### src/rtl/piso_serializer_gen2_pkg.sv
// Shared types and helpers for the parallel-in/serial-out transmitter family.
package piso_serializer_gen2_pkg;

  typedef enum logic {
    IDLE  = 1'b0,
    SHIFT = 1'b1
  } ser_state_t;

  // Counter width for a counter that spans 0..n-1; never narrower than one bit.
  function automatic int cnt_w(input int n);
    int w;
    w = $clog2(n);
    return (w < 1) ? 1 : w;
  endfunction

endpackage

### src/rtl/piso_serializer_gen2_if.sv
// Word-in / bit-out bus of the serializer, plus the FSM state for observation.
interface piso_serializer_gen2_if #(
  parameter int WIDTH = 27
);
  import piso_serializer_gen2_pkg::*;

  // Handshake: a word transfers on a rising clock edge where start_i=1 and
  // ready_o=1; data_i is sampled on that edge only. When ready_o=0 the start
  // is ignored and the producer must hold or retry. ready_o does not depend
  // on start_i, so it may be used to compute start_i without a loop.
  logic             start_i;
  logic [WIDTH-1:0] data_i;
  logic             ready_o;
  logic             data_o;
  logic             ena_o;
  logic             busy_o;
  logic             done_o;
  ser_state_t       state_o;

  modport master (
    output start_i, data_i,
    input  ready_o, data_o, ena_o, busy_o, done_o, state_o
  );

  modport slave (
    input  start_i, data_i,
    output ready_o, data_o, ena_o, busy_o, done_o, state_o
  );

endinterface

### src/rtl/piso_serializer_gen2_bit_timer.sv
// Bit-period divider: counts clocks within one bit and flags the last one.
module piso_serializer_gen2_bit_timer
  import piso_serializer_gen2_pkg::*;
#(
  parameter int CLKS_PER_BIT = 1
) (
  input  logic clk_i,
  input  logic rst_i,
  input  logic run_i,
  output logic tick_o,
  output logic tick_next_o
);

  localparam int DIV_W = cnt_w(CLKS_PER_BIT);
  localparam logic [DIV_W-1:0] TERM = DIV_W'(CLKS_PER_BIT - 1);

  logic [DIV_W-1:0] div_q;
  logic [DIV_W-1:0] div_d;

  // tick marks the final clock of the current bit period.
  assign tick_o = run_i && (div_q == TERM);

  // Count while running, wrap explicitly at terminal count, park at 0 when stopped.
  always_comb begin
    div_d = '0;
    if (run_i && !tick_o) begin
      div_d = div_q + 1'b1;
    end
  end

  // Lets the owner register signals that must line up with the next tick.
  assign tick_next_o = (div_d == TERM);

  // Divider register.
  always_ff @(posedge clk_i or posedge rst_i) begin
    if (rst_i) begin
      div_q <= '0;
    end else begin
      div_q <= div_d;
    end
  end

endmodule

### src/rtl/piso_serializer_gen2.sv
// Parallel-in/serial-out transmitter with a one-word holding buffer so that
// consecutive frames leave the pins with no idle clock between them.
module piso_serializer_gen2
  import piso_serializer_gen2_pkg::*;
#(
  parameter int   WIDTH        = 27,
  parameter int   CLKS_PER_BIT = 1,
  parameter bit   LSB_FIRST    = 1'b0,
  parameter logic IDLE_LVL     = 1'b0
) (
  input logic                     clk_i,
  input logic                     rst_i,
  piso_serializer_gen2_if.slave   bus
);

  localparam int BIT_W = cnt_w(WIDTH);
  localparam logic [BIT_W-1:0] LAST_BIT = BIT_W'(WIDTH - 1);

  ser_state_t       state_q, state_d;
  logic [WIDTH-1:0] sreg_q, sreg_d;
  logic [WIDTH-1:0] buf_q, buf_d;
  logic             buf_full_q, buf_full_d;
  logic [BIT_W-1:0] bit_cnt_q, bit_cnt_d;
  logic             data_q, data_d;
  logic             ena_q, ena_d;
  logic             done_q, done_d;
  logic             busy_q, busy_d;

  logic             accept;
  logic             tick;
  logic             tick_next;
  logic             frame_end;

  piso_serializer_gen2_bit_timer #(
    .CLKS_PER_BIT (CLKS_PER_BIT)
  ) u_bit_timer (
    .clk_i       (clk_i),
    .rst_i       (rst_i),
    .run_i       (state_q == SHIFT),
    .tick_o      (tick),
    .tick_next_o (tick_next)
  );

  assign accept    = bus.start_i && !buf_full_q;
  assign frame_end = tick && (bit_cnt_q == LAST_BIT);

  // Next-state logic: FSM, shift register, holding buffer, bit counter and
  // the next values of the registered outputs.
  always_comb begin
    state_d    = state_q;
    sreg_d     = sreg_q;
    buf_d      = buf_q;
    buf_full_d = buf_full_q;
    bit_cnt_d  = bit_cnt_q;

    case (state_q)
      IDLE: begin
        // Nothing is shifting, so the word bypasses the buffer.
        if (accept) begin
          sreg_d    = bus.data_i;
          bit_cnt_d = '0;
          state_d   = SHIFT;
        end
      end
      SHIFT: begin
        // A start on the last clock of a frame is taken straight into the
        // shift register below, so it must not also land in the buffer.
        if (accept && !frame_end) begin
          buf_d      = bus.data_i;
          buf_full_d = 1'b1;
        end
        if (frame_end) begin
          bit_cnt_d = '0;
          if (buf_full_q) begin
            sreg_d     = buf_q;
            buf_full_d = 1'b0;
          end else if (accept) begin
            sreg_d = bus.data_i;
          end else begin
            state_d = IDLE;
          end
        end else if (tick) begin
          bit_cnt_d = bit_cnt_q + 1'b1;
          if (LSB_FIRST) begin
            sreg_d = {1'b0, sreg_q[WIDTH-1:1]};
          end else begin
            sreg_d = {sreg_q[WIDTH-2:0], 1'b0};
          end
        end
      end
    endcase

    // Outputs are computed from the next state so the pins are pure flops.
    ena_d  = (state_d == SHIFT);
    data_d = IDLE_LVL;
    if (ena_d) begin
      data_d = LSB_FIRST ? sreg_d[0] : sreg_d[WIDTH-1];
    end
    done_d = ena_d && (bit_cnt_d == LAST_BIT) && tick_next;
    busy_d = ena_d || buf_full_d;
  end

  // State and output registers; reset drops the line to idle at once and
  // discards any buffered word.
  always_ff @(posedge clk_i or posedge rst_i) begin
    if (rst_i) begin
      state_q    <= IDLE;
      sreg_q     <= '0;
      buf_q      <= '0;
      buf_full_q <= 1'b0;
      bit_cnt_q  <= '0;
      data_q     <= IDLE_LVL;
      ena_q      <= 1'b0;
      done_q     <= 1'b0;
      busy_q     <= 1'b0;
    end else begin
      state_q    <= state_d;
      sreg_q     <= sreg_d;
      buf_q      <= buf_d;
      buf_full_q <= buf_full_d;
      bit_cnt_q  <= bit_cnt_d;
      data_q     <= data_d;
      ena_q      <= ena_d;
      done_q     <= done_d;
      busy_q     <= busy_d;
    end
  end

  assign bus.ready_o = !buf_full_q;
  assign bus.data_o  = data_q;
  assign bus.ena_o   = ena_q;
  assign bus.done_o  = done_q;
  assign bus.busy_o  = busy_q;
  assign bus.state_o = state_q;

endmodule

### src/flat_wrapper.sv
// flat-port wrapper written by rule: the top's interface ports become plain ports
module piso_serializer_gen2_flat import piso_serializer_gen2_pkg::*;
#(
  parameter int   WIDTH        = 27,
  parameter int   CLKS_PER_BIT = 1,
  parameter bit   LSB_FIRST    = 1'b0,
  parameter logic IDLE_LVL     = 1'b0
)
  (clk_i, rst_i, bus_start_i, bus_data_i, bus_ready_o, bus_data_o, bus_ena_o, bus_busy_o, bus_done_o, bus_state_o);
  piso_serializer_gen2_if #(.WIDTH(WIDTH)) bus_i ();
  input logic clk_i;
  input logic rst_i;
  input wire logic [$bits(bus_i.start_i)-1:0] bus_start_i;
  input wire logic [$bits(bus_i.data_i)-1:0] bus_data_i;
  output wire logic [$bits(bus_i.ready_o)-1:0] bus_ready_o;
  output wire logic [$bits(bus_i.data_o)-1:0] bus_data_o;
  output wire logic [$bits(bus_i.ena_o)-1:0] bus_ena_o;
  output wire logic [$bits(bus_i.busy_o)-1:0] bus_busy_o;
  output wire logic [$bits(bus_i.done_o)-1:0] bus_done_o;
  output wire logic [$bits(bus_i.state_o)-1:0] bus_state_o;
  assign bus_i.start_i = bus_start_i;
  assign bus_i.data_i = bus_data_i;
  assign bus_ready_o = bus_i.ready_o;
  assign bus_data_o = bus_i.data_o;
  assign bus_ena_o = bus_i.ena_o;
  assign bus_busy_o = bus_i.busy_o;
  assign bus_done_o = bus_i.done_o;
  assign bus_state_o = bus_i.state_o;
  piso_serializer_gen2 #(.WIDTH(WIDTH), .CLKS_PER_BIT(CLKS_PER_BIT), .LSB_FIRST(LSB_FIRST), .IDLE_LVL(IDLE_LVL)) u_core (.clk_i(clk_i), .rst_i(rst_i), .bus(bus_i));
endmodule
### config.mk
export PLATFORM = sky130hd
export DESIGN_NAME = piso_serializer_gen2_flat
export DESIGN_NICKNAME = d
export VERILOG_FILES = /design/src/rtl/piso_serializer_gen2_pkg.sv /design/src/rtl/piso_serializer_gen2_if.sv /design/src/rtl/piso_serializer_gen2_bit_timer.sv /design/src/rtl/piso_serializer_gen2.sv /design/src/flat_wrapper.sv
export SDC_FILE = /design/constraint.sdc
export NUM_CORES = 1
export LEC_CHECK = 0
export BUFFER_PORTS_ARGS = -buffer_cell sky130_fd_sc_hd__buf_2
export CORE_MARGIN = 2
export CORE_UTILIZATION = 48
export CTS_CLUSTER_SIZE = 14
export DETAILED_ROUTE_END_ITERATION = 8
export PLACE_DENSITY = 0.66
export SLEW_MARGIN = 10
export SYNTH_ARGS = -nofsm -noshare
export SYNTH_HDL_FRONTEND = slang
export SYNTH_SLANG_ARGS = --single-unit
### constraint.sdc
create_clock -name clk_i -period 3.2 [get_ports clk_i]
set_input_delay 0.48 -clock clk_i [delete_from_list [all_inputs] [get_ports clk_i]]
set_output_delay 0.48 -clock clk_i [all_outputs]
set_load 0.02 [all_outputs]
==> results.json, run 1 <==
{
  "detail_route.iter0.violations": 128,
  "grt_pass1_vias": 2888,
  "fp.dieH_um": 92.4,
  "finalHoldViolations": 0,
  "via_count": 2824,
  "fin_tns_setup_ps": 0,
  "worstSkewPairLatency_ps": 360,
  "reg2reg_from": "u_core.bus.state_o$_DFF_PP0_",
  "hp-class": "in2async",
  "p_per_area_nw_per_um2": 810,
  "tightest_slew_ps": 904,
  "fillers": 672,
  "syn_area_sq_um": 3750,
  "drive_gt1_frac": 0.240,
  "ir_drop_mv": 0.345,
  "timing.rr.end": "u_core.sreg_q[17]$_DFFE_PP0P_",
  "wire_per_inst_um": 16.7,
  "fp-row-count": 32,
  "dpl_cell_area_sq_um": 3950,
  "power_mw": 3.38,
  "initial_core_util": 0.491,
  "critical_path.max_stage_delay_ps": 940,
  "seq_area_frac_synth": 0.434,
  "cp_top_family": "flip-flops",
  "drc": 0,
  "leakagePower_nw": 2.00,
  "grt_remaining_overflow": 0,
  "rsz0062_at_grt": "no",
  "yosysUniqueCellTypes": 42,
  "synthCells": 357,
  "dr.pass1.iters": 5,
  "skew_ps": 10.2,
  "synth-async-reset-ratio": 1.00,
  "clkTransAtPathRegs_ps": 70,
  "reg2reg_depth": 5,
  "path_cells": "inv_1 > buf_2",
  "synth_nets": 389,
  "dieWidth_um": 92.4,
  "cts_buffers": 9,
  "ant_nets": 0,
  "cts.sinks": 65,
  "gp_congestion": 0.833,
  "synth_top_area_frac": 0.434,
  "ctsHoldBuffers": 0,
  "via_per_inst": 5.76,
  "num_antenna_cells": 0,
  "crit_path_max_fanout": 33,
  "yosys.area.top_type": "dfrtp_1",
  "setup_viol": 0,
  "dieArea_sq_um": 8540,
  "fin_crit_sh": 0.720,
  "ctsResizeCount": 0,
  "drt-total-wl_um": 8180,
  "antenna_found_initial": 0,
  "endpoint_kind": "output port",
  "path_buf_inv": 2,
  "synth_warnings": 0,
  "synth_top_cells_by_area": "dfrtp_1 43%, mux2i_1 13%, mux2_4 7.6%, nand2_1 6.2%, o211ai_1 5.0%",
  "io_buffers": 35,
  "drv_cap": 0,
  "status": "finished, final reports clean",
  "cts_max_level": 3,
  "grt_use_total": 0.207,
  "start_kind": "flip-flop",
  "reg2reg_slack_ps": 960,
  "synth_ff_type": "dfrtp_1",
  "grt_pass1_wl_um": 13900,
  "area.growth.synth_to_final_pct": 11.3,
  "avgSynthCellArea_sq_um": 10.5,
  "maxSlewHeadroom": 0.398,
  "critPathSlowestCell": "dfrtp_1",
  "ys_seq_elements": 65,
  "core_area_sq_um": 7650,
  "cts-root-buf": "clkbuf_8",
  "dp_hpwl_um": 5300,
  "fmax_ghz": 0.434,
  "cts_tree": "yes",
  "cp.arrival_ps": 1820,
  "design_area_sq_um": 4180,
  "fin_crit_ps": 2300,
  "finalMaxSlewViolations": 0,
  "post_cts_buffers": 0,
  "pin_count": 36,
  "grt_max_degree": 36,
  "synth_edf_count": 0,
  "path_class": "reg2out",
  "nets": 415,
  "cp.required_ps": 2720,
  "clock_path_buffers": 2
}
## through the flow
| step | utilization | hold slack, ps | setup WS [ps] | instances |
|---|---|---|---|---|
| 2_1_floorplan | - | 450 | 1090 | 357 |
| 3_3_place_gp | 0.516 | 462 | 1010 | 474 |
| 3_5_place_dp | 0.516 | 468 | 994 | 474 |
| 4_1_cts | 0.546 | 79.2 | 866 | 490 |
| 5_1_grt | 0.546 | 97.5 | 707 | 490 |
| 6_report | 0.546 | 81.7 | 896 | 490 |
## registers in the layout (all words and copies together), names as in the netlist
name / cells
u_core.buf_full_q: 1
u_core.bus.state_o: 1
u_core.sreg_q: 27
u_core.bus.busy_o: 1
u_core.bus.data_o: 1
u_core.u_bit_timer.div_q: 1
u_core.buf_q: 27
u_core.bus.done_o: 1
u_core.bit_cnt_q: 5
## cells in the mapped netlist, types with 3 or more instances
cell type	instances
inv_1	4
nand2_1	62
buf_2	11
mux2i_1	48
nor2_1	3
a22oi_1	23
o211ai_1	25
mux2_2	8
dfrtp_1	65
buf_4	5
nand2b_1	3
clkbuf_1	9
a21oi_1	5
mux2_4	19
o21ai_0	27
## layer usage
metal	vias up	wire, um	GRT usage
li1	1358	-	-
met1	1410	3850	0.267
met2	49	3870	0.334
met3	7	358	0.0545
met4	0	96	0.0771
met5	-	0	0
## where the power goes
group	total, mW	switching [mW]	leakage, nW	internal [mW]
registers	1.45	0.297	0.817	1.15
logic	1.12	0.530	1.07	0.593
clock network	0.812	0.333	0.115	0.478
total	3.38	1.16	2.00	2.22
## cells by family (layout without fill, tap and decap cells)
logic type	count (synthesis)	in the layout	synth area share
and+or+nand+nor	89	89	0.116
buffers and inverters	32	63	0.0487
xor gates and xnor gates	1	1	0.00234
DFF	65	65	0.434
muxes	75	75	0.228
other	1	1	0.00100
AOI/OAI and AO/OA	92	92	0.163
adders and majority gates	2	2	0.00667
## placed cells by master, fill, tap and decap left out, drive strengths merged, types with 3 or more instances in the layout
cell type / instances
a22oi: 23
a21oi: 5
nand2b: 3
buf: 43
o21ai: 27
dfrtp: 65
mux2: 27
mux2i: 48
o211ai: 25
inv: 4
nand2: 63
clkbuf: 11
nor2: 6
## how the worst max path moves through the flow
stage | startpoint | to | slack [ps] | depth (start not counted)
after global placement | u_core.bus.state_o$_DFF_PP0_ | u_core.sreg_q[17]$_DFFE_PP0P_ | 1010 | 5
after detailed placement | u_core.buf_full_q$_DFF_PP0_ | u_core.sreg_q[21]$_DFFE_PP0P_ | 990 | 4
after CTS | u_core.buf_full_q$_DFF_PP0_ | bus_ready_o | 870 | 2
after floorplan | rst_i | u_core.bit_cnt_q[0]$_DFF_PP0_ | 1090 | 1
final | u_core.buf_full_q$_DFF_PP0_ | bus_ready_o | 900 | 2
after global routing | u_core.buf_full_q$_DFF_PP0_ | bus_ready_o | 710 | 2
## area by class of cell
| type | instances | area (sq um) | share of cell area |
|---|---|---|---|
| clock buffer | 11 | 151 | 0.0363 |
| multi-input combinational | 260 | 1940 | 0.465 |
| timing repair buffer | 43 | 235 | 0.0563 |
| clock inverter | 5 | 77.6 | 0.0186 |
| sequential | 65 | 1630 | 0.390 |
| inverter | 4 | 15.0 | 0.00360 |
| tap | 102 | 128 | 0.0306 |
(Power assumes the default switching activity.)
==> inputs of run 2 (changes only) <==
--- a/config.mk
+++ b/config.mk
@@ -5,12 +5,13 @@
 export SDC_FILE = /design/constraint.sdc
 export NUM_CORES = 1
 export LEC_CHECK = 0
+export ABC_AREA = 1
 export BUFFER_PORTS_ARGS = -buffer_cell sky130_fd_sc_hd__buf_2
 export CORE_MARGIN = 2
 export CORE_UTILIZATION = 48
 export CTS_CLUSTER_SIZE = 14
 export DETAILED_ROUTE_END_ITERATION = 8
-export PLACE_DENSITY = 0.66
+export PLACE_DENSITY = 0.68
 export SLEW_MARGIN = 10
 export SYNTH_ARGS = -nofsm -noshare
 export SYNTH_HDL_FRONTEND = slang
==> constraint.sdc (replaced) <==
create_clock -name clk_i -period 2 [get_ports clk_i]
set_input_delay 0.3 -clock clk_i [delete_from_list [all_inputs] [get_ports clk_i]]
set_output_delay 0.3 -clock clk_i [all_outputs]
set_load 0.02 [all_outputs]
==> run 2 against run 1 <==
Against the previous run: count of clock-buffer cells in the layout up 3; die area down 0.80%; via count up 17%; hold slack better by 130 ps; non-clock buffer count up 6; clock skew down 1.9 ps; critical path type is now reg2reg; largest cell class unchanged.
==> results.json, run 2 <==
{
  "io_buffers": 35,
  "crit_path_max_fanout": 25,
  "tightest_slew_ps": 536,
  "grt_pass1_vias": 3419,
  "synth_ff_type": "dfrtp_1",
  "synth-async-reset-ratio": 1.00,
  "antenna_found_initial": 0,
  "cts.sinks": 65,
  "dr.pass1.iters": 4,
  "fmax_ghz": 0.553,
  "finalHoldViolations": 0,
  "synthTopCellsByCount": "186 x nand2_1, 65 x dfrtp_1, 61 x inv_1",
  "status": "finished, final reports clean",
  "muxShareOfSynthArea": 0,
  "cts_tree": "yes",
  "synthSimpleGateAreaFrac": 0.271,
  "synth_top_family_by_area": "simple AND/OR/NAND/NOR gates",
  "cts_buffers": 9,
  "p_per_area_nw_per_um2": 1320,
  "area.growth.synth_to_final_pct": 12.5,
  "avgSynthCellArea_sq_um": 7.29,
  "reg2reg_slack_ps": 190,
  "nets": 574,
  "hp-class": "in2reg",
  "final_common_cell": "nand2_1",
  "critical_path.max_stage_delay_ps": 420,
  "skew_ps": 8.37,
  "grt_remaining_overflow": 0,
  "wire_per_inst_um": 13.1,
  "cp.arrival_ps": 2020,
  "multi_input_area_sq_um": 1660,
  "gp_congestion": 0.807,
  "power_mw": 5.52,
  "synth_nets": 542,
  "synthCells": 510,
  "ir_drop_mv": 0.591,
  "synth_top_area_frac": 0.437,
  "post_cts_buffers": 0,
  "layout_common_cells": "186 x nand2_1, 65 x dfrtp_1, 60 x inv_1, 46 x o21ai_0, 36 x o21ai_1",
  "maxSlewHeadroom": 0.642,
  "path_buf_inv": 3,
  "clkTransAtPathRegs_ps": 70,
  "worst_hold_path.endpoint": "u_core.buf_q[10]$_DFFE_PP0P_",
  "drt-total-wl_um": 8490,
  "crit_path_start": "u_core.bit_cnt_q[0]$_DFF_PP0_",
  "yosysUniqueCellTypes": 29,
  "leakagePower_nw": 1.99,
  "path_common_cell": "inv_1",
  "synth_compound_area_frac": 0.166,
  "initial_core_util": 0.489,
  "yosys.area.top_type": "dfrtp_1",
  "grt_max_degree": 56,
  "fp-row-count": 32,
  "seq_area_frac_synth": 0.437,
  "reg2reg_from": "u_core.bit_cnt_q[0]$_DFF_PP0_",
  "pin_count": 36,
  "dp_hpwl_um": 5480,
  "fin_crit_sh": 0.904,
  "num_antenna_cells": 0,
  "path_class": "reg2reg",
  "ant_nets": 0,
  "ys_seq_elements": 65,
  "dieWidth_um": 92.0,
  "reg2reg_depth": 9,
  "start_kind": "flip-flop",
  "finalMaxSlewViolations": 0,
  "path_cells": "inv_1 > ha_1 > inv_1 > nor2_1 > nand3_4 > inv_2 > nand3_1 > nand2_1 > o211ai_1",
  "cts_max_level": 3,
  "dieArea_sq_um": 8470,
  "synth_warnings": 0,
  "holdPathStages": 3,
  "drv_cap": 0,
  "grt_pass1_wl_um": 15600,
  "worstSkewPairLatency_ps": 350,
  "setup_viol": 0,
  "fillers": 731,
  "syn_area_sq_um": 3720,
  "fin_crit_ps": 1810,
  "clock_path_buffers": 2,
  "synth_edf_count": 0,
  "fp.dieH_um": 92.0,
  "critPathSlowestCell": "dfrtp_1",
  "via_count": 3297,
  "via_per_inst": 5.08,
  "synth_fa_ha_area_frac": 0.00673,
  "detail_route.iter0.violations": 129,
  "synth_top_cells_by_area": "dfrtp_1 44%, nand2_1 19%, o21ai_0 6.2%, inv_1 6.2%, o21ai_1 4.8%",
  "regArea_sq_um": 1630,
  "rsz0062_at_grt": "no",
  "endpoint_kind": "flip-flop",
  "min-delay-start": "bus_data_i[10]",
  "cp.required_ps": 2220,
  "timing.rr.end": "u_core.sreg_q[4]$_DFFE_PP0P_",
  "grt_use_total": 0.230,
  "core_area_sq_um": 7610,
  "fin_tns_setup_ps": 0,
  "yosys.area_share.xor_xnor": 0,
  "cp_top_family": "buffers and inverters",
  "drc": 0,
  "drive_gt1_frac": 0.143,
  "cts-root-buf": "clkbuf_8",
  "yosysMostFrequentCell": "nand2_1",
  "reg_top3": "u_core.buf_q: 27 flops, u_core.sreg_q: 27 flops, u_core.bit_cnt_q: 5 flops"
}
==> run 2: cell types whose count changed after synthesis, sizes merged, moves of 3 or more <==
| cell | change |
|---|---|
| mux2i | -48 |
| mux2 | -27 |
| nor2 | +4 |
| nand2 | +127 |
| a22oi | -23 |
| nand3 | +32 |
| nand2b | -3 |
| inv | +63 |
| buf | -3 |
| clkbuf | +3 |
| a21oi | -4 |
| o21ai | +55 |
==> run 2: worst max-delay path by stage <==
stage / to / slack (ps) / cells past startpoint
finish: u_core.sreg_q[4]$_DFFE_PP0P_ / 190 / 9
global route: u_core.sreg_q[12]$_DFFE_PP0P_ / 20 / 9
CTS: u_core.sreg_q[17]$_DFFE_PP0P_ / 190 / 9
detailed placement: u_core.sreg_q[17]$_DFFE_PP0P_ / 190 / 9
global placement: u_core.sreg_q[4]$_DFFE_PP0P_ / 240 / 9
floorplan: u_core.bit_cnt_q[0]$_DFF_PP0_ / 70 / 1
==> run 2: cells by family (layout without fill, tap and decap cells) <==
group	count (synthesis)	count (layout)
and+or+nand+nor	237	237
AOI/OAI and AO/OA	110	110
buffers and inverters	95	132
DFF	65	65
adders and majority gates	2	2
other	1	1
==> run 2: cell type report <==
| cell class | count | share of cell area |
|---|---|---|
| Multi-Input combinational cell | 350 | 0.396 |
| Tap cell | 102 | 0.0305 |
| Inverter | 67 | 0.0613 |
| Sequential cell | 65 | 0.389 |
| Timing Repair Buffer | 49 | 0.0736 |
| Clock inverter | 2 | 0.00837 |
| Clock buffer | 14 | 0.0413 |
==> run 2: worst reg2reg max path, cell delays in order (launching register included) <==
cell and delay [ps]:
dfrtp_1 420, inv_1 90, ha_1 140, inv_1 40
nor2_1 150, nand3_4 130, inv_2 390, nand3_1 140
nand2_1 80, o211ai_1 90
==> run 2: stage by stage <==
| stage | setup WS (ps) | hold slack, ps | area [sq um] | instances | util |
|---|---|---|---|---|---|
| finish | 192 | 207 | 4180 | 649 | 0.550 |
| global route | 16.0 | 214 | 4180 | 649 | 0.550 |
| CTS | 186 | 190 | 4180 | 649 | 0.550 |
| detailed placement | 192 | 372 | 3970 | 632 | 0.521 |
| global placement | 237 | 369 | 3970 | 632 | 0.521 |
| floorplan | 73.5 | 442 | 3720 | 510 | - |
==> run 2: routing by layer <==
| metal | wire (um) | GRT usage | vias to the layer above |
|---|---|---|---|
| met5 | 0 | 0 | - |
| met4 | 100 | 0.0709 | 0 |
| met3 | 464 | 0.0583 | 6 |
| met2 | 3990 | 0.388 | 74 |
| met1 | 3930 | 0.291 | 1526 |
| li1 | - | - | 1691 |
==> run 2: power breakdown <==
part | internal [mW] | switching (mW)
Combinational | 0.780 | 1.38
Clock | 0.678 | 0.508
Sequential | 1.85 | 0.324
==> run 2: timing repair <==
action | 4_1_cts | 5_1_grt
endpoints found under the hold margin | 12 | 0
hold buffers | 1 | 0
resized for setup | 0 | 0
